[config.mk]
export PLATFORM = sky130hd
export DESIGN_NAME = ceespu_branch_resolver
export DESIGN_NICKNAME = d
export VERILOG_FILES = /design/src/rtl/ceespu_branch_resolver.sv
export SDC_FILE = /design/constraint.sdc
export NUM_CORES = 1
export LEC_CHECK = 0
export CAP_MARGIN = 10
export CORE_UTILIZATION = 67
export DETAILED_ROUTE_END_ITERATION = 16
export DONT_BUFFER_PORTS = 1
export MAX_ROUTING_LAYER = met4
export PLACE_DENSITY = 0.88
export SLEW_MARGIN = 20
export SYNTH_ARGS = -nofsm -noshare
export SYNTH_HDL_FRONTEND = slang
export SYNTH_SLANG_ARGS = --single-unit
[constraint.sdc]
create_clock -name clk -period 12.9 [get_ports clk]
set_input_delay 2.58 -clock clk [delete_from_list [all_inputs] [get_ports clk]]
set_output_delay 2.58 -clock clk [all_outputs]
set_load 0.02 [all_outputs]
[src/rtl/ceespu_branch_resolver.sv]
// In-order queue of predicted branches. Compares each resolved branch with its
// recorded prediction, drives the gshare table update and the fetch redirect.
module ceespu_branch_resolver #(
    parameter int DEPTH_LOG2 = 2,
    parameter int PC_W       = 14
) (
    input  logic                  clk,
    input  logic                  rst,
    input  logic                  I_push,
    input  logic [PC_W-1:0]       I_push_pc,
    input  logic [1:0]            I_push_state,
    input  logic                  I_push_taken,
    input  logic [PC_W-1:0]       I_push_target,
    input  logic                  I_resolve,
    input  logic                  I_actual_taken,
    input  logic [PC_W-1:0]       I_actual_target,
    input  logic                  I_flush,
    output logic                  O_full,
    output logic                  O_empty,
    output logic [DEPTH_LOG2:0]   O_count,
    output logic                  O_update_table,
    output logic [PC_W-1:0]       O_branch_address,
    output logic [1:0]            O_branch_prediction_state,
    output logic                  O_branch_taken,
    output logic                  O_mispredict,
    output logic [PC_W-1:0]       O_redirect_pc,
    output logic                  O_error
);

    localparam int DEPTH = 1 << DEPTH_LOG2;
    localparam logic [DEPTH_LOG2-1:0] PTR_ONE  = 1;
    localparam logic [DEPTH_LOG2:0]   CNT_ONE  = 1;
    localparam logic [DEPTH_LOG2:0]   CNT_FULL = (DEPTH_LOG2 + 1)'(DEPTH);
    localparam logic [PC_W-1:0]       PC_ONE   = 1;

    typedef struct packed {
        logic [PC_W-1:0] pc;
        logic [1:0]      state;
        logic            taken;
        logic [PC_W-1:0] target;
    } entry_t;

    entry_t                mem_q [DEPTH];
    logic [DEPTH_LOG2-1:0] wp_q, wp_d, rp_q, rp_d;
    logic [DEPTH_LOG2:0]   count_q, count_d;
    logic                  update_q, update_d;
    logic                  mispredict_q, mispredict_d;
    logic                  error_q, error_d;
    logic [PC_W-1:0]       addr_q, addr_d;
    logic [1:0]            state_q, state_d;
    logic                  taken_q, taken_d;
    logic [PC_W-1:0]       redirect_q, redirect_d;

    entry_t          head;
    entry_t          push_entry;
    logic            full, empty;
    logic            resolve_ok, push_ok, mispredict_c, write_en;
    logic [PC_W-1:0] redirect_c;

    assign head       = mem_q[rp_q];
    assign push_entry = '{pc: I_push_pc, state: I_push_state,
                          taken: I_push_taken, target: I_push_target};

    assign full       = (count_q == CNT_FULL);
    assign empty      = (count_q == '0);
    assign resolve_ok = I_resolve && !empty;
    // A resolve frees the head slot this cycle, so a full queue can still take a push.
    assign push_ok    = I_push && (!full || resolve_ok);

    assign mispredict_c = resolve_ok &&
                          ((I_actual_taken != head.taken) ||
                           (I_actual_taken && (I_actual_target != head.target)));
    assign redirect_c   = I_actual_taken ? I_actual_target : head.pc + PC_ONE;

    // NOTE: every always_comb target gets a default first so no latch is inferred.
    always_comb begin
        wp_d         = wp_q;
        rp_d         = rp_q;
        count_d      = count_q;
        write_en     = 1'b0;
        update_d     = 1'b0;
        mispredict_d = 1'b0;
        error_d      = error_q;
        addr_d       = addr_q;
        state_d      = state_q;
        taken_d      = taken_q;
        redirect_d   = redirect_q;

        if (I_flush) begin
            wp_d    = '0;
            rp_d    = '0;
            count_d = '0;
        end else begin
            if ((I_push && !push_ok) || (I_resolve && empty)) begin
                error_d = 1'b1;
            end
            if (resolve_ok) begin
                update_d     = 1'b1;
                mispredict_d = mispredict_c;
                addr_d       = head.pc;
                state_d      = head.state;
                taken_d      = I_actual_taken;
                redirect_d   = redirect_c;
            end
            // Everything younger than a mispredicted branch is wrong-path.
            if (mispredict_c) begin
                wp_d    = '0;
                rp_d    = '0;
                count_d = '0;
            end else begin
                if (push_ok) begin
                    write_en = 1'b1;
                    wp_d     = wp_q + PTR_ONE;
                end
                if (resolve_ok) begin
                    rp_d = rp_q + PTR_ONE;
                end
                case ({push_ok, resolve_ok})
                    2'b10:   count_d = count_q + CNT_ONE;
                    2'b01:   count_d = count_q - CNT_ONE;
                    default: count_d = count_q;
                endcase
            end
        end
    end

    // NOTE: sequential state uses non-blocking assignments only.
    always_ff @(posedge clk) begin
        if (rst) begin
            wp_q         <= '0;
            rp_q         <= '0;
            count_q      <= '0;
            update_q     <= 1'b0;
            mispredict_q <= 1'b0;
            error_q      <= 1'b0;
            addr_q       <= '0;
            state_q      <= '0;
            taken_q      <= 1'b0;
            redirect_q   <= '0;
        end else begin
            wp_q         <= wp_d;
            rp_q         <= rp_d;
            count_q      <= count_d;
            update_q     <= update_d;
            mispredict_q <= mispredict_d;
            error_q      <= error_d;
            addr_q       <= addr_d;
            state_q      <= state_d;
            taken_q      <= taken_d;
            redirect_q   <= redirect_d;
        end
    end

    // NOTE: queue storage is not reset; count/pointers alone decide which entries are live.
    always_ff @(posedge clk) begin
        if (write_en) begin
            mem_q[wp_q] <= push_entry;
        end
    end

    assign O_full                    = full;
    assign O_empty                   = empty;
    assign O_count                   = count_q;
    assign O_update_table            = update_q;
    assign O_branch_address          = addr_q;
    assign O_branch_prediction_state = state_q;
    assign O_branch_taken            = taken_q;
    assign O_mispredict              = mispredict_q;
    assign O_redirect_pc             = redirect_q;
    assign O_error                   = error_q;

endmodule

# --- Word level (Yosys, flattened, before mapping) ---
# Memory sizes are Yosys's and may differ from the RTL's. A register that Yosys moved wholly into a read port is not among the register bits.
# Cells that the tools add are included.
totals:
  word_cells: 52
  output_inout_bits: 39
  input_bits: 51
  ff_bits: 41
  ram_bits: 124
  mem_count: 1
classes:
  n_addsub: 5
  mux: 10
  eq_ne: 5
  bitwise: 2
  n_reduce_logical: 19
mem_list:
  columns: ["memory", "words", "width", "read_ports", "rd_ports_with_merged_regs", "write_ports", "line_no", "source"]
  rows:
  - ["mem_q", 4, 31, 1, 1, 1, "43", "entry_t mem_q [DEPTH];"]
ops:
  columns: ["cell", "n"]
  rows:
  - ["adder 14 x 1 -> 14 bit, second input constant", 1]
  - ["2-to-1 mux 14 bit", 1]
  - ["!= test 14 bit", 1]
  - ["logical AND 1 bit", 6]
  - ["2-to-1 mux 1 bit", 6]
  - ["case mux 3 bit (2 select lines)", 1]
  - ["OR reduction 3 bit", 2]
  - ["adder 2 x 1 -> 2 bit, second input constant", 2]
  - ["2-to-1 mux 2 bit", 2]
  - ["AND reduction 2 bit", 2]
  - ["adder 3 x 1 -> 3 bit, second input constant", 1]
  - ["== test 3 bit, second input constant", 1]
  - ["logical NOT 1 bit", 3]
  - ["logical NOT 3 bit", 1]
  - ["logical OR 1 bit", 3]
  - ["subtractor 3 x 1 -> 3 bit, second input constant", 1]
  - ["== test 2 x 1 -> 1 bit, second input constant", 1]
  - ["== test 2 bit, second input constant", 1]
  - ["inverter 1 bit", 2]
  - ["nonzero test 2 bit", 1]
  - ["OR reduction 2 bit", 1]
  - ["!= test 1 bit", 1]

# --- Logic depth before layout (Yosys ltp) ---
depth:
  word_depth: 10
  depth_mapped: 7
  mapped_depth_nobuf: 6

# --- Worst setup path before layout ---
# No wires, ideal clock.
synth_timing:
  kind: "input to register"
  start: "input port I_actual_target[0]"
  end: "memory mem_q[0][0] (netlist bit), enable pin"
  cell_stages: 4
  path_slack_ps: 4168
  setup_ps: 587
  n_path_buf: 0
  required_time_ps: 12313
  arrival_time_ps: 8145
  path_cell_list: "xor2_1 > nor4_1 > nand4_1 > a2111oi_0"
synth_via:
  elab_chain_cells: 8
synth_lines:
  columns: ["item", "line_no", "source"]
  rows:
  - ["from (decl)", "16", "input logic [PC_W-1:0] I_actual_target,"]
  - ["!= test 14 bit", "72", "(I_actual_taken && (I_actual_target != head.target)));"]
  - ["logical AND 1 bit", "72", null]
  - ["logical OR 1 bit", "71", "((I_actual_taken != head.taken) ||"]
  - ["logical AND 1 bit", "70", "assign mispredict_c = resolve_ok &&"]
  - ["2-to-1 mux 1 bit", "106", "if (mispredict_c) begin"]
  - ["2-to-1 mux 1 bit", "89", "if (I_flush) begin"]
  - ["2-to-1 mux 1 bit", "156", "if (write_en) begin"]
  - ["2-to-1 mux 1 bit (not written as such)", "157", "mem_q[wp_q] <= push_entry;"]
  - ["to (decl)", "43", null]
# No other way between the ends.

# --- Final worst setup path ---
layout_timing:
  start: "input port I_actual_target[3]"
  end: "memory mem_q[0][23] (netlist bit), enable pin"
# Same word-level chain as after synthesis.

==> flow_metrics.tcl <==
set metrics [dict create \
    fin_nets 497 \
    drt-vias-per-instance 6.58 \
    synth-edff-count 124 \
    io_buffers 0 \
    die_x_um 102 \
    synth-seq-cells 167 \
    synth.largest_area_cell "edfxtp_1" \
    dp_hpwl_mm 8.74 \
    reg2reg_depth 7 \
    grt_pass1_wl_mm 20.8 \
    clock_path_buffers 2 \
    maxSlewHeadroom_pct 32.5 \
    dr.pass1.iters 6 \
    crit_type "in2reg" \
    rows 36 \
    via_count 3853 \
    core_sq_um 9730 \
    yosysWarnings 0 \
    avgSynthCellArea_sq_um 15.3 \
    die-height_um 102 \
    cts.repair.resized 0 \
    final_antenna_net_count 0 \
    clock-skew-final_ns 0.00912 \
    min_period_ns 4.71 \
    maxCapViolations 0 \
    cts-buffers-inserted 17 \
    max_freq_mhz 212 \
    initial_core_util_pct 68.7 \
    grt_pass1_vias 3814 \
    async_reset_ff_share_pct 0 \
    worst_pin_slew_ns 1.00 \
    crit_start "I_actual_target[3]" \
    status "complete, no violations" \
    cp-endpoint "mem_q[0][23]$_DFFE_PP_" \
    setup_viol 0 \
    leakagePower_nw 2.29 \
    synth_area_leaders "edfxtp_1, dfxtp_1, mux4_2" \
    grt_max_degree 36 \
    drive_gt1_share_pct 16.8 \
    r2r_setup_slack_ns 8.79 \
    end_kind "register" \
    fin_ws_ns 8.19 \
    synthCells 436 \
    drc 0 \
    clock_latency_ns 0.52 \
    setup_tns_ns 0 \
    clock_sinks 167 \
    cts-root-buf "clkbuf_8" \
    place_congestion 0.793 \
    ioPinCount 90 \
    hold_viol 0 \
    utilization_pct 75.5 \
    routed_wl_mm 14.0 \
    synth_area_sq_um 6690 \
    dieArea_sq_um 10400 \
    postCtsHoldBufs 0 \
    yosysUniqueCellTypes 42 \
    finalPower_mw 1.10 \
    post_cts_buffers 0 \
    p_per_area_nw_per_um2 149 \
    antenna_cells 0 \
    syn_nets 493 \
    path_max_fanout 31 \
    nFillCells 557 \
    htree_levels 4 \
    synth_top_area_share_pct 55.7 \
    yosysSeqAreaShare_pct 68.6 \
    vdd.ir_drop.worst_uv 97.3 \
    grt_util_all_layers_pct 29.7 \
    drv_slew 0 \
    gr-total-overflow 0 \
    wl_per_cell_um 23.9 \
    synth_ff_type "edfxtp_1" \
    drt_iter0_drc 293 \
    rsz0062_at_grt "false" \
    grt_antenna_before_repair 0 \
    hp-class "reg2reg" \
    syn_to_final_growth_pct 9.92 \
    fin_crit_sh_pct 36.5 \
    worstPathArrival_ns 4.86 \
    regToRegEndpoint "mem_q[0][23]$_DFFE_PP_" \
    required_ns 13.06 \
    path_clk_slew_ns 0.06 \
    critPathLaunchType "input port" \
    pre_cts_slack_ns 7.72 \
    tritoncts "yes" \
]
-- report_power, final --
group,leakage [nW],switching [mW],internal (mW),total [mW]
clock,0.242,0.201,0.243,0.444
combinational,0.571,0.0333,0.0212,0.0545
sequential,1.47,0.00998,0.589,0.599
-- stage by stage --
step	hold WS [ns]	area, sq um	cells
floorplan	0.504	6690	436
global placement	0.516	6830	554
detailed placement	0.533	6830	554
CTS	0.547	7350	586
global route	0.573	7350	586
finish	0.551	7350	586
-- cell families (layout without fill, tap and decap cells) --
kind of cell | count (synthesis) | after routing | share of synthesized area, %
AO/OA/AOI/OAI | 64 | 64 | 6.36
XOR/XNOR | 27 | 27 | 3.54
adder cells (fa/ha/maj) | 6 | 6 | 1.24
buffers and inverters | 34 | 51 | 2.11
flip-flops | 167 | 167 | 68.6
multiplexers | 34 | 34 | 10.9
AND/OR/NAND/NOR | 104 | 104 | 7.28
-- synthesized netlist by cell type (2+ instances only) --
cell type / number
edfxtp_1: 124
nand2_1: 54
dfxtp_1: 43
mux4_2: 31
a21oi_1: 28
clkbuf_1: 14
xor2_1: 14
xnor2_1: 13
inv_1: 12
nor3_1: 10
a211oi_1: 9
nand2b_1: 6
nand3_1: 6
nor2_1: 6
nor4_1: 6
and3_1: 5
ha_1: 5
buf_1: 4
nand4_1: 4
o21ai_0: 4
o311ai_0: 4
a2111oi_0: 3
mux2i_1: 3
o21a_1: 3
o22ai_1: 3
or2_2: 3
a31oi_1: 2
buf_2: 2
o211ai_1: 2
-- per-layer routing --
metal | GRT usage [%] | vias up | share of wire, %
li1 | - | 1678 | -
met1 | 37.7 | 1906 | 37
met2 | 45.2 | 235 | 50
met3 | 8.69 | 34 | 11
met4 | 12.7 | 0 | 2.3
met5 | - | - | 0
-- cells in the final DEF (no fill, tap or decap), types with 6 or more instances in the layout --
| cell type | instances |
|---|---|
| a211oi_1 | 9 |
| a21oi_1 | 28 |
| buf_4 | 7 |
| clkbuf_16 | 16 |
| dfxtp_1 | 42 |
| edfxtp_1 | 124 |
| inv_1 | 12 |
| mux4_2 | 31 |
| nand2_1 | 54 |
| nand2b_1 | 6 |
| nand3_1 | 6 |
| nor3_1 | 10 |
| nor4_1 | 6 |
| xnor2_1 | 13 |
| xor2_1 | 14 |
-- critical path, stage by stage --
cell       delay, ns
xor2_1          0.14
nor4_1          0.44
nand4_1         0.64
a2111oi_2       0.55
buf_4           0.50
-- worst min-delay path by stage --
stage	cells past startpoint	startpoint	to	slack (ns)
after floorplan	2	rp_q[1]$_SDFFE_PP0N_	register	0.50
after global placement	2	rp_q[1]$_SDFFE_PP0N_	rp_q[1]$_SDFFE_PP0N_	0.52
after detailed placement	2	rp_q[1]$_SDFFE_PP0N_	rp_q[1]$_SDFFE_PP0N_	0.53
after CTS	2	rp_q[1]$_SDFFE_PP0N_	register	0.55
after global routing	2	O_branch_address[3]$_SDFFE_PP0P_	O_branch_address[3]$_SDFFE_PP0P_	0.57
final	2	O_redirect_pc[2]$_SDFFE_PP0P_	O_redirect_pc[2]$_SDFFE_PP0P_	0.55
-- registers in the layout (all words and copies together), names as in the netlist, named ones only --
| signal | count |
|---|---|
| O_branch_address | 14 |
| O_branch_prediction_state | 2 |
| O_branch_taken | 1 |
| O_count | 3 |
| O_error | 1 |
| O_mispredict | 1 |
| O_redirect_pc | 14 |
| O_update_table | 1 |
| mem_q | 124 |
| rp_q | 2 |
| wp_q | 2 |
-- area by class of cell --
| type | count | area, sq um | share of cell area (%) |
|---|---|---|---|
| Tap cell | 133 | 166 | 2.26 |
| Sequential cell | 167 | 4590 | 62.4 |
| Clock buffer | 22 | 443 | 6.03 |
| Clock inverter | 10 | 75.1 | 1.02 |
| Timing Repair Buffer | 7 | 52.6 | 0.715 |
| Inverter | 12 | 45.0 | 0.613 |
| Multi-Input combinational cell | 235 | 1980 | 27.0 |
Power figures use the tool's default switching activity.
